## src/rtl/eigen_sequencer.sv

```systemverilog
// Control sequencer for power-iteration eigen-decomposition: steps the datapath engines through
// INIT, NUM_ITER multiply/normalise rounds, eigenvalue and deflation for each component.
module eigen_sequencer #(
    parameter int unsigned NUM_COMP = 4,
    parameter int unsigned NUM_ITER = 16,
    parameter int unsigned TIMEOUT  = 1023
) (
    input  logic                                            clk,
    input  logic                                            rst,
    input  logic                                            start,
    output logic                                            load_init,
    output logic                                            mv_start,
    input  logic                                            mv_f,
    output logic                                            norm_start,
    input  logic                                            norm_f,
    output logic                                            eig_start,
    input  logic                                            eig_f,
    output logic                                            defl_start,
    input  logic                                            defl_f,
    output logic                                            eig_valid,
    output logic [(NUM_COMP > 1 ? $clog2(NUM_COMP) : 1)-1:0] comp_idx,
    output logic [(NUM_ITER > 1 ? $clog2(NUM_ITER) : 1)-1:0] iter_idx,
    output logic                                            busy,
    output logic                                            done,
    output logic                                            err
);

    localparam int unsigned CW = (NUM_COMP > 1) ? $clog2(NUM_COMP) : 1;
    localparam int unsigned IW = (NUM_ITER > 1) ? $clog2(NUM_ITER) : 1;
    localparam int unsigned WW = $clog2(TIMEOUT + 1);

    localparam logic [CW-1:0] COMP_LAST = CW'(NUM_COMP - 1);
    localparam logic [IW-1:0] ITER_LAST = IW'(NUM_ITER - 1);
    localparam logic [WW-1:0] WDOG_LAST = WW'(TIMEOUT - 1);

    localparam logic [2:0] StIdle = 3'd0;
    localparam logic [2:0] StInit = 3'd1;
    localparam logic [2:0] StMv   = 3'd2;
    localparam logic [2:0] StNorm = 3'd3;
    localparam logic [2:0] StEig  = 3'd4;
    localparam logic [2:0] StDefl = 3'd5;
    localparam logic [2:0] StDone = 3'd6;
    localparam logic [2:0] StErr  = 3'd7;

    logic [2:0]    state_q, state_d;
    logic [CW-1:0] comp_q, comp_d;
    logic [IW-1:0] iter_q, iter_d;
    logic [WW-1:0] wdog_q, wdog_d;
    logic          hs_q, hs_d;        // start of the current engine phase is asserted
    logic          valid_q, valid_d;
    logic          start_prev_q;
    logic          engine_f;

    always_comb begin
        case (state_q)
            StMv:    engine_f = mv_f;
            StNorm:  engine_f = norm_f;
            StEig:   engine_f = eig_f;
            StDefl:  engine_f = defl_f;
            default: engine_f = 1'b0;
        endcase
    end

    always_comb begin
        state_d = state_q;
        comp_d  = comp_q;
        iter_d  = iter_q;
        wdog_d  = wdog_q;
        hs_d    = hs_q;
        valid_d = 1'b0;

        case (state_q)
            StIdle: begin
                if (start && !start_prev_q) begin
                    state_d = StInit;
                    comp_d  = '0;
                    iter_d  = '0;
                end
            end
            StInit: begin
                state_d = StMv;
                wdog_d  = '0;
                hs_d    = 1'b0;
            end
            StMv, StNorm, StEig, StDefl: begin
                wdog_d = wdog_q + 1'b1;
                if (hs_q && engine_f) begin
                    hs_d   = 1'b0;
                    wdog_d = '0;
                    case (state_q)
                        StMv: state_d = StNorm;
                        StNorm: begin
                            if (iter_q != ITER_LAST) begin
                                iter_d  = iter_q + 1'b1;
                                state_d = StMv;
                            end else begin
                                state_d = StEig;
                            end
                        end
                        StEig: begin
                            valid_d = 1'b1;
                            state_d = (comp_q != COMP_LAST) ? StDefl : StDone;
                        end
                        default: begin
                            comp_d  = comp_q + 1'b1;
                            iter_d  = '0;
                            state_d = StInit;
                        end
                    endcase
                end else if (wdog_q == WDOG_LAST) begin
                    state_d = StErr;
                    hs_d    = 1'b0;
                end else if (!hs_q && !engine_f) begin
                    // a finish flag still high from the previous request holds off the new one
                    hs_d = 1'b1;
                end
            end
            StDone, StErr: begin
                if (!start) state_d = StIdle;
            end
            default: state_d = StIdle;
        endcase

        if (busy && !start) begin
            state_d = StIdle;
            hs_d    = 1'b0;
            valid_d = 1'b0;
            wdog_d  = '0;
        end
    end

    always_ff @(posedge clk) begin
        if (!rst) begin
            state_q      <= StIdle;
            comp_q       <= '0;
            iter_q       <= '0;
            wdog_q       <= '0;
            hs_q         <= 1'b0;
            valid_q      <= 1'b0;
            // forces a fresh low-to-high start after reset even if start is already high
            start_prev_q <= 1'b1;
        end else begin
            state_q      <= state_d;
            comp_q       <= comp_d;
            iter_q       <= iter_d;
            wdog_q       <= wdog_d;
            hs_q         <= hs_d;
            valid_q      <= valid_d;
            start_prev_q <= start;
        end
    end

    assign load_init  = (state_q == StInit);
    assign mv_start   = hs_q && (state_q == StMv);
    assign norm_start = hs_q && (state_q == StNorm);
    assign eig_start  = hs_q && (state_q == StEig);
    assign defl_start = hs_q && (state_q == StDefl);
    assign eig_valid  = valid_q;
    assign comp_idx   = comp_q;
    assign iter_idx   = iter_q;
    assign busy       = (state_q != StIdle) && (state_q != StDone) && (state_q != StErr);
    assign done       = (state_q == StDone);
    assign err        = (state_q == StErr);

endmodule

```

## config.mk

```make
export PLATFORM = sky130hd
export DESIGN_NAME = eigen_sequencer
export DESIGN_NICKNAME = d
export VERILOG_FILES = /design/src/rtl/eigen_sequencer.sv
export SDC_FILE = /design/constraint.sdc
export NUM_CORES = 1
export LEC_CHECK = 0
export CAP_MARGIN = 10
export CORE_UTILIZATION = 40
export DETAILED_ROUTE_END_ITERATION = 6
export GPL_TIMING_DRIVEN = 0
export PLACE_DENSITY_LB_ADDON = 0.15
export SKIP_LAST_GASP = 1
export SLEW_MARGIN = 10
export SYNTH_ARGS = -nofsm -noshare
export SYNTH_HDL_FRONTEND = slang
export SYNTH_SLANG_ARGS = --single-unit
```

## constraint.sdc

```tcl
create_clock -name clk -period 2.82 [get_ports clk]
set_input_delay 0.564 -clock clk [delete_from_list [all_inputs] [get_ports clk]]
set_output_delay 0.564 -clock clk [all_outputs]
set_load 0.01 [all_outputs]
```

After elaboration in Yosys (flattened, before gate mapping)
Cells that the tools add are included.

Equality and inequality tests: 20. Reductions and logical operators: 28. Add/sub/neg operators: 3. Multiplexer cells: 25. Bitwise operators: 3.

Operators with widths (number): 10-bit case mux with 2 select lines (1); 4-bit case mux with 2 select lines (2); 3-bit 2-to-1 mux (5); 3-bit equality test, second input constant (4); 4-bit 2-to-1 mux (3); 2-bit inequality test, second input constant (6); 3-bit inequality test, second input constant (4); 3-bit case mux with 4 select lines (1); 10-bit by 1-bit adder with 10-bit output, second input constant (1); 10-bit equality test, second input constant (1); 1-bit logical AND (10); 10-bit 2-to-1 mux (1); 3-bit case mux with 3 select lines (1); 2-bit 2-to-1 mux (4); 4-bit inequality test, second input constant (2); 4-bit OR reduction (2); 3-bit by 2-bit equality test with 1-bit output, second input constant (2); 2-bit OR reduction (3); 5-bit AND reduction (1); 4-bit by 1-bit adder with 4-bit output, second input constant (1); 1-bit logical NOT (4); 1-bit 2-to-1 mux (4); 1-bit case mux with 4 select lines (1); 2-bit case mux with 2 select lines (1); other kinds (11) (14).

Output and inout bits: 15. Bits in registers: 22. Bits of input ports: 7.

Logic depth before layout (Yosys ltp)
Gate-level depths: netlist of the first run.

Depth in word-level cells: 8. Gate-level depth with buffers: 7. Mapped depth without buffers: 7.

Worst setup path before layout of the first run
OpenSTA, ideal clock, no wires.

Path type: input to register. Start: input port defl_f. End: register iter_q[2], in the netlist iter_idx[2]. Library setup time: 0.119 ns. Path buffers: 0. Stages on the path: 5. Arrival time: 1.541 ns. Path slack: 1.160 ns. Cells stage by stage: mux2i_2 o22ai_4 a21oi_2 nor2b_1 o221a_2.

Word-level cells in the longest chain between the ends: 4.

Ends and longest elaborated chain: start, declared (line 19) `input logic defl_f,`; 1-bit case mux with 4 select lines (line 55) `case (state_q)`; 1-bit logical AND (line 87) `if (hs_q && engine_f) begin`; 2-bit inequality test (no source line); 5-bit AND reduction (no source line); end signal, assigned (line 145) `iter_q <= iter_d;`; end, declared (line 47) `logic [IW-1:0] iter_q, iter_d;`.

No other way between the ends. A chain may end at the register's enable or synchronous reset.

Final worst setup path of the first run
Start: register state_q[2]. End: output port busy.

Word-level cells in the longest chain between the ends: 3.

Ends and longest elaborated chain: start, declared (line 45) `logic [2:0] state_q, state_d;`; start signal, assigned (line 134) `state_q <= StIdle;`; start signal, assigned (line 143) `state_q <= state_d;`; 3-bit inequality test / 3-bit nonzero test (equally long branches) (line 161) `assign busy = (state_q != StIdle) && (state_q != StDone) && (state_q != StErr);`; 1-bit logical AND (line 161); 1-bit logical AND * (line 161); end, declared (line 23) `output logic busy,`.

Every way passes the cells marked *; elsewhere a longest branch is shown, timed or not.

==> flow_summary.toml, run 1 <==
[flow_run]
maxCapViolCount = 0

[synthesis]
syn_inst = 170
yosys.area.top_type = "dfxtp_1"
syn_avg_cell_area_um2 = 7.919
syn_nets = 181
synthDistinctLibCells = 48
synth-edff-count = 0
ys_seq_area_frac = 0.3271
synth_common_cells = "dfxtp_1, nor2_1, a21oi_1, nand2_1, inv_1"
synth_area_leaders = "dfxtp_1, nor2_1, a21oi_1"
async_flop_share = 0
synth_ff_type = "dfxtp_1"
synth.cell_area_um2 = 1346
yosysMostFrequentCell = "dfxtp_1"
synth-seq-cells = 22
synth_top_cell_area_share = 0.3271
yosysWarnings = 0

[critical_path]
cp-start-kind = "flop"
cp.required_ps = 2260
critical_path.top_delay_family = "buffers and inverters"
critPathKind = "flop to primary output"
crit_slowest_cell = "clkdlybuf4s50_1"
path_max_fanout = 10
rr_endpoint = "wdog_q[4]"
crit_buf_inv = 3
crit-reg2reg-launch = "state_q[1]"
crit_start = "state_q[2]"
cp-endpoint = "busy"
rr_worst_depth = 6
critPathArrivalTime_ps = 2070
r2r_setup_slack_ps = 880
max_stage_delay_ps = 540
cp_num_cells = 5
endpoint_kind = "primary output"
cp_cell_sequence = "buf_4 > nor3_1 > a21o_1 > clkinvlp_4 > clkdlybuf4s50_1"

[global_routing]
grt_pass1_vias = 1164
antenna_found_initial = 0
grt.total_usage = 0.1882
grt_pass1_wl_um = 5168
gr-total-overflow = 0
grt_max_degree = 13

[hold_path]
hp-class = "flop to flop"

[final_layout]
design.final.nets = 207
multi_input_area_um2 = 829.5
ff_latch_area_um2 = 440.4
diodes = 0
syn2layout_area_growth_pct = 22.68
drive_above_1_share = 0.1026
fillers = 318

[route]
wl_per_cell_um = 12.80
topRoutingLayerUsed = "met4"
ant_nets = 0
drt_wl_total_um = 3060
via_count = 1313
route.detailed.drc = 0
viasPerCell = 5.494
m1WireLength_um = 1528
first_iter_violations = 59
drt-pass1-iter-count = 4
wl_met3_um = 61
route.met2.wl_um = 1432

[sta]
rsz0062_at_grt = "no"
max-slew-margin-rel = 0.6831
tightest_slew_ps = 472.2
setup_viol = 0
skew_ps = 8.079
finalHoldViolations = 0
max_freq_mhz = 379.7
fin_ws_ps = 186.4
final.min_clock_period_ps = 2634
whs_ps = 515.3
drv_slew = 0
tns_ps = 0
period_share = 0.9339

[clocking]
cts_buffers = 3
h-tree-depth = 1
ctsHoldBuffers = 0
post-cts-setup-buffers = 0
clock_path_buffers = 2
insertion_delay_ps = 300
clkSlewWorstSetupHoldPaths_ps = 130
clock_sinks = 22
cts_root_buffer = "clkbuf_4"
cts_tree = "done"

[status]
outcome = "completed"

[placement]
dp_slack_ps = 476.2
portBuffers = 21
dp_hpwl_um = 2319
place.gp.congestion = 0.8501

[floorplanning]
die_w_um = 60.02
core_um2 = 3128
initial_utilization = 0.4304
rows = 20
dieArea_um2 = 3602
fp.dieH_um = 60.02
io_pins = 22

[power_and_ir_drop]
power_density_nw_per_um2 = 844.0
irDropWorstVdd_uv = 386.6
p_leak_nw = 0.6105
worst register-to-register path, cell delays in order (launching register included):
cell      delay [ps]
dfxtp_1          340
buf_2            210
nor3_1            80
a21o_1           240
o21ai_1          420
clkbuf_1         420
nor3_1           110
worst min path at each step:
stage | from | end | slack (ps) | cells past startpoint
final | iter_idx[1] | iter_idx[1] | 520 | 2
after global routing | iter_idx[3] | iter_idx[3] | 550 | 2
after CTS | iter_idx[3] | iter_idx[3] | 510 | 2
after detailed placement | iter_idx[3] | iter_idx[3] | 500 | 2
after global placement | comp_idx[1] | comp_idx[1] | 480 | 2
after floorplan | wdog_q[8] | wdog_q[8] | 470 | 1
flip-flops by register name, indices dropped and copies added, names as in the netlist:
signal,flops
wdog_q,10
comp_idx,2
eig_valid,1
iter_idx,4
state_q,3
start_prev_q,1
hs_q,1
routing by layer:
layer,GRT usage,vias to the layer above
li1,-,674
met1,0.2560,618
met2,0.3048,17
met3,0.02381,4
met4,0.06645,0
met5,0,-
cell type report:
type | instances | share of cell area
multi-input cells | 131 | 0.5023
flip-flops and latches | 22 | 0.2667
repair buffers | 21 | 0.1273
well taps | 44 | 0.03333
plain buffers | 8 | 0.02576
inverters | 9 | 0.02273
clock buffers | 4 | 0.02197
placed cells by master, fill, tap and decap left out, types with 3 or more instances in the layout:
master and instances:
nand3_1 7, buf_2 4, clkdlybuf4s50_1 21, nor2_1 20, nand2b_1 3, nor2b_1 4, nand4_1 3, and3_1 6
clkbuf_4 3, o21ai_0 7, nor3_1 6, nor4_1 4, ha_1 4, inv_1 8, dfxtp_1 22, a21oi_1 14
nand2_1 13, a311oi_1 3
metrics by stage:
step	cells	area (um2)	util	power [mW]
6_report	239	1652	0.5280	1.394
5_1_grt	239	1652	0.5280	1.512
4_1_cts	239	1648	0.5268	1.391
3_5_place_dp	235	1612	0.5152	1.214
3_3_place_gp	235	1612	0.5152	1.195
2_1_floorplan	170	1346	-	0.9839
power by group:
part	internal [mW]	total, mW	leakage, nW	switching (mW)
registers	0.347	0.374	0.178	0.0271
clock network	0.0787	0.174	0.0210	0.0952
logic	0.312	0.846	0.411	0.533
cell families (layout without fill, tap and decap cells):
family / Yosys count / after routing / share of synthesized area
AO/OA/AOI/OAI: 48 / 48 / 0.2565
XOR/XNOR: 2 / 2 / 0.01301
adder cells (fa/ha/maj): 4 / 4 / 0.03718
buffers and inverters: 17 / 42 / 0.05669
flip-flops: 22 / 22 / 0.3271
multiplexers: 2 / 2 / 0.02045
AND/OR/NAND/NOR: 75 / 75 / 0.2890
what timing repair did:
| action | CTS | global route |
|---|---|---|
| gates resized for setup | 0 | 1 |
| setup endpoints to repair | 0 | 1 |
| endpoints found under the hold margin | 0 | 0 |
(Power assumes the default switching activity.)
==> inputs of run 2 (changes only) <==
--- a/config.mk
+++ b/config.mk
@@ -10,5 +10,5 @@
 export DETAILED_ROUTE_END_ITERATION = 6
 export GPL_TIMING_DRIVEN = 0
-export PLACE_DENSITY_LB_ADDON = 0.15
+export PLACE_DENSITY = 0.61
 export SKIP_LAST_GASP = 1
 export SLEW_MARGIN = 10
==> constraint.sdc (replaced) <==
create_clock -name clk -period 2.82 [get_ports clk]
set_input_delay 0.564 -clock clk [delete_from_list [all_inputs] [get_ports clk]]
set_output_delay 0.564 -clock clk [all_outputs]
set_load 0.1 [all_outputs]
==> run 2 against run 1 <==
  * Final cell count unchanged
  * Clock-buffer cell count unchanged
  * Sequential share of layout area increased by 0.31 points
  * Critical path type unchanged
  * Highest routed layer unchanged
  * Combinational power up 19%
  * Die area stayed put
  * Worst hold slack worse by 9.6 ps
  * Fmax down 4.8%
==> flow_summary.toml, run 2 (same netlist as run 1, synthesis figures left out) <==
[status]
outcome = "completed"

[floorplanning]
core_um2 = 3128
fp.dieH_um = 60.02
initial_utilization = 0.4304
die_w_um = 60.02
dieArea_um2 = 3602
io_pins = 22
rows = 20

[sta]
drv_slew = 0
skew_ps = 8.367
fin_ws_ps = 53.99
max_freq_mhz = 361.5
finalHoldViolations = 0
final.min_clock_period_ps = 2766
setup_viol = 0
period_share = 0.9809
tightest_slew_ps = 963.4
rsz0062_at_grt = "yes"
max-slew-margin-rel = 0.3557
whs_ps = 505.7

[route]
drt-pass1-iter-count = 4
first_iter_violations = 58
via_count = 1288
viasPerCell = 5.389
ant_nets = 0
route.detailed.drc = 0
drt_wl_total_um = 2992
wl_per_cell_um = 12.52

[placement]
dpl_cell_area_um2 = 1617
place.gp.congestion = 0.8516
dpl.cell_count = 235
dp_slack_ps = 38.30
portBuffers = 21
dp_hpwl_um = 2313

[global_routing]
antenna_found_initial = 0
grtUsageMet2 = 0.2937
grt_pass1_wl_um = 5023
grt_pass1_vias = 1139
grt.total_usage = 0.1853
grt.busiest_layer = "met2"
met1_usage = 0.2530
gr-usage-met3 = 0.02597
gr-total-overflow = 0
grt_max_degree = 13

[critical_path]
cp-start-kind = "flop"
path_max_fanout = 10
cp.required_ps = 2260
rr_endpoint = "eig_valid"
r2r_setup_slack_ps = 900
crit-reg2reg-launch = "state_q[1]"
rr_worst_depth = 6
endpoint_kind = "primary output"
critPathKind = "flop to primary output"
critPathArrivalTime_ps = 2200

[power_and_ir_drop]
clkPwrFrac = 0.111
power_density_nw_per_um2 = 951.5
irDropWorstVdd_uv = 375.2
swShare = 0.5423
switchingPower_mw = 0.8426
p_seq_frac = 0.240
p_comb_frac = 0.649
p_leak_nw = 0.6466
internal-power_mw = 0.7110

[hold_path]
hold_depth = 2
hold_start = "comp_idx[1]"
min_to = "comp_idx[1]"
hp-class = "flop to flop"

[flow_run]
maxCapViolCount = 0

[final_layout]
syn2layout_area_growth_pct = 21.28
drive_above_1_share = 0.1231
diodes = 0
final_util = 0.5220
final_cells = 239
finish.instance_area_um2 = 1633
final_common_cell = "dfxtp_1"
mostFrequentLayoutCells = "dfxtp_1, nor2_1, a21oi_1, nand2_1, clkdlybuf4s50_1"
design.final.nets = 207
largest_reg_flops = 10
top_register = "wdog_q"

[clocking]
insertion_delay_ps = 300
ctsHoldBuffers = 0
cts_buffers = 3
clock_path_buffers = 2
cts_tree = "done"
clkSlewWorstSetupHoldPaths_ps = 130
clock_sinks = 22
post-cts-setup-buffers = 0
h-tree-depth = 1
cts_root_buffer = "clkbuf_4"
run 2: cell count changes in the layout (fill, tap and decap cells not counted):
| cell | before | now |
|---|---|---|
| clkdlybuf4s15_1 | 0 | 1 |
| clkinv_1 | 0 | 1 |
| dlygate4sd2_1 | 0 | 2 |
| nor3_1 | 6 | 5 |
| clkbuf_2 | 0 | 4 |
| clkdlybuf4s50_1 | 21 | 13 |
| nor3_2 | 0 | 1 |
| clkinvlp_4 | 1 | 0 |
| dlymetal6s2s_1 | 0 | 1 |
run 2: how the worst max path moves through the flow:
stage,startpoint,end,slack (ps)
2_1_floorplan,state_q[2],done,170
3_3_place_gp,state_q[2],busy,40
3_5_place_dp,state_q[0],busy,40
4_1_cts,state_q[1],busy,20
5_1_grt,state_q[2],done,-90
6_report,state_q[2],done,50
run 2: power by group through the flow:
| stage | Sequential, mW | Combinational, mW | Clock (mW) |
|---|---|---|---|
| after floorplan | 0.387 | 0.803 | 0 |
| final | 0.373 | 1.01 | 0.173 |
| after CTS | 0.373 | 1.02 | 0.178 |
| after detailed placement | 0.381 | 1.03 | 0 |
| after global routing | 0.379 | 1.10 | 0.190 |
| after global placement | 0.380 | 1.03 | 0 |
run 2: worst max-delay path: stages (launching register included):
cell and delay [ps]:
dfxtp_1 330, buf_4 160, clkbuf_1 360, nand2_1 120, nor2_1 110, clkdlybuf4s15_1 820
run 2: final cells by class:
cell class                 instances  area [um2]
tap                               44       55.05
inverter                           9       33.78
buffer                             8       42.54
sequential                        22       440.4
clock buffer                       4       36.28
multi-input combinational        131       834.6
fill                             316        1495
timing repair buffer              21       190.2
run 2: per-stage QoR:
step / setup TNS, ps / total power [mW]
6_report: 0 / 1.554
3_3_place_gp: 0 / 1.408
2_1_floorplan: 0 / 1.190
5_1_grt: -91.38 / 1.668
4_1_cts: 0 / 1.568
3_5_place_dp: 0 / 1.412
run 2: layer usage:
layer,wire length [um],vias up
met5,0,-
met2,1324,23
li1,-,675
met3,100,6
met4,57,0
met1,1510,584
run 2: timing repair:
item / 4_1_cts / 5_1_grt
resized for setup: 8 / 9
gates cloned: 0 / 0
setup endpoints to repair: 7 / 6
pin swaps: 0 / 0
endpoints found under the hold margin: 0 / 0
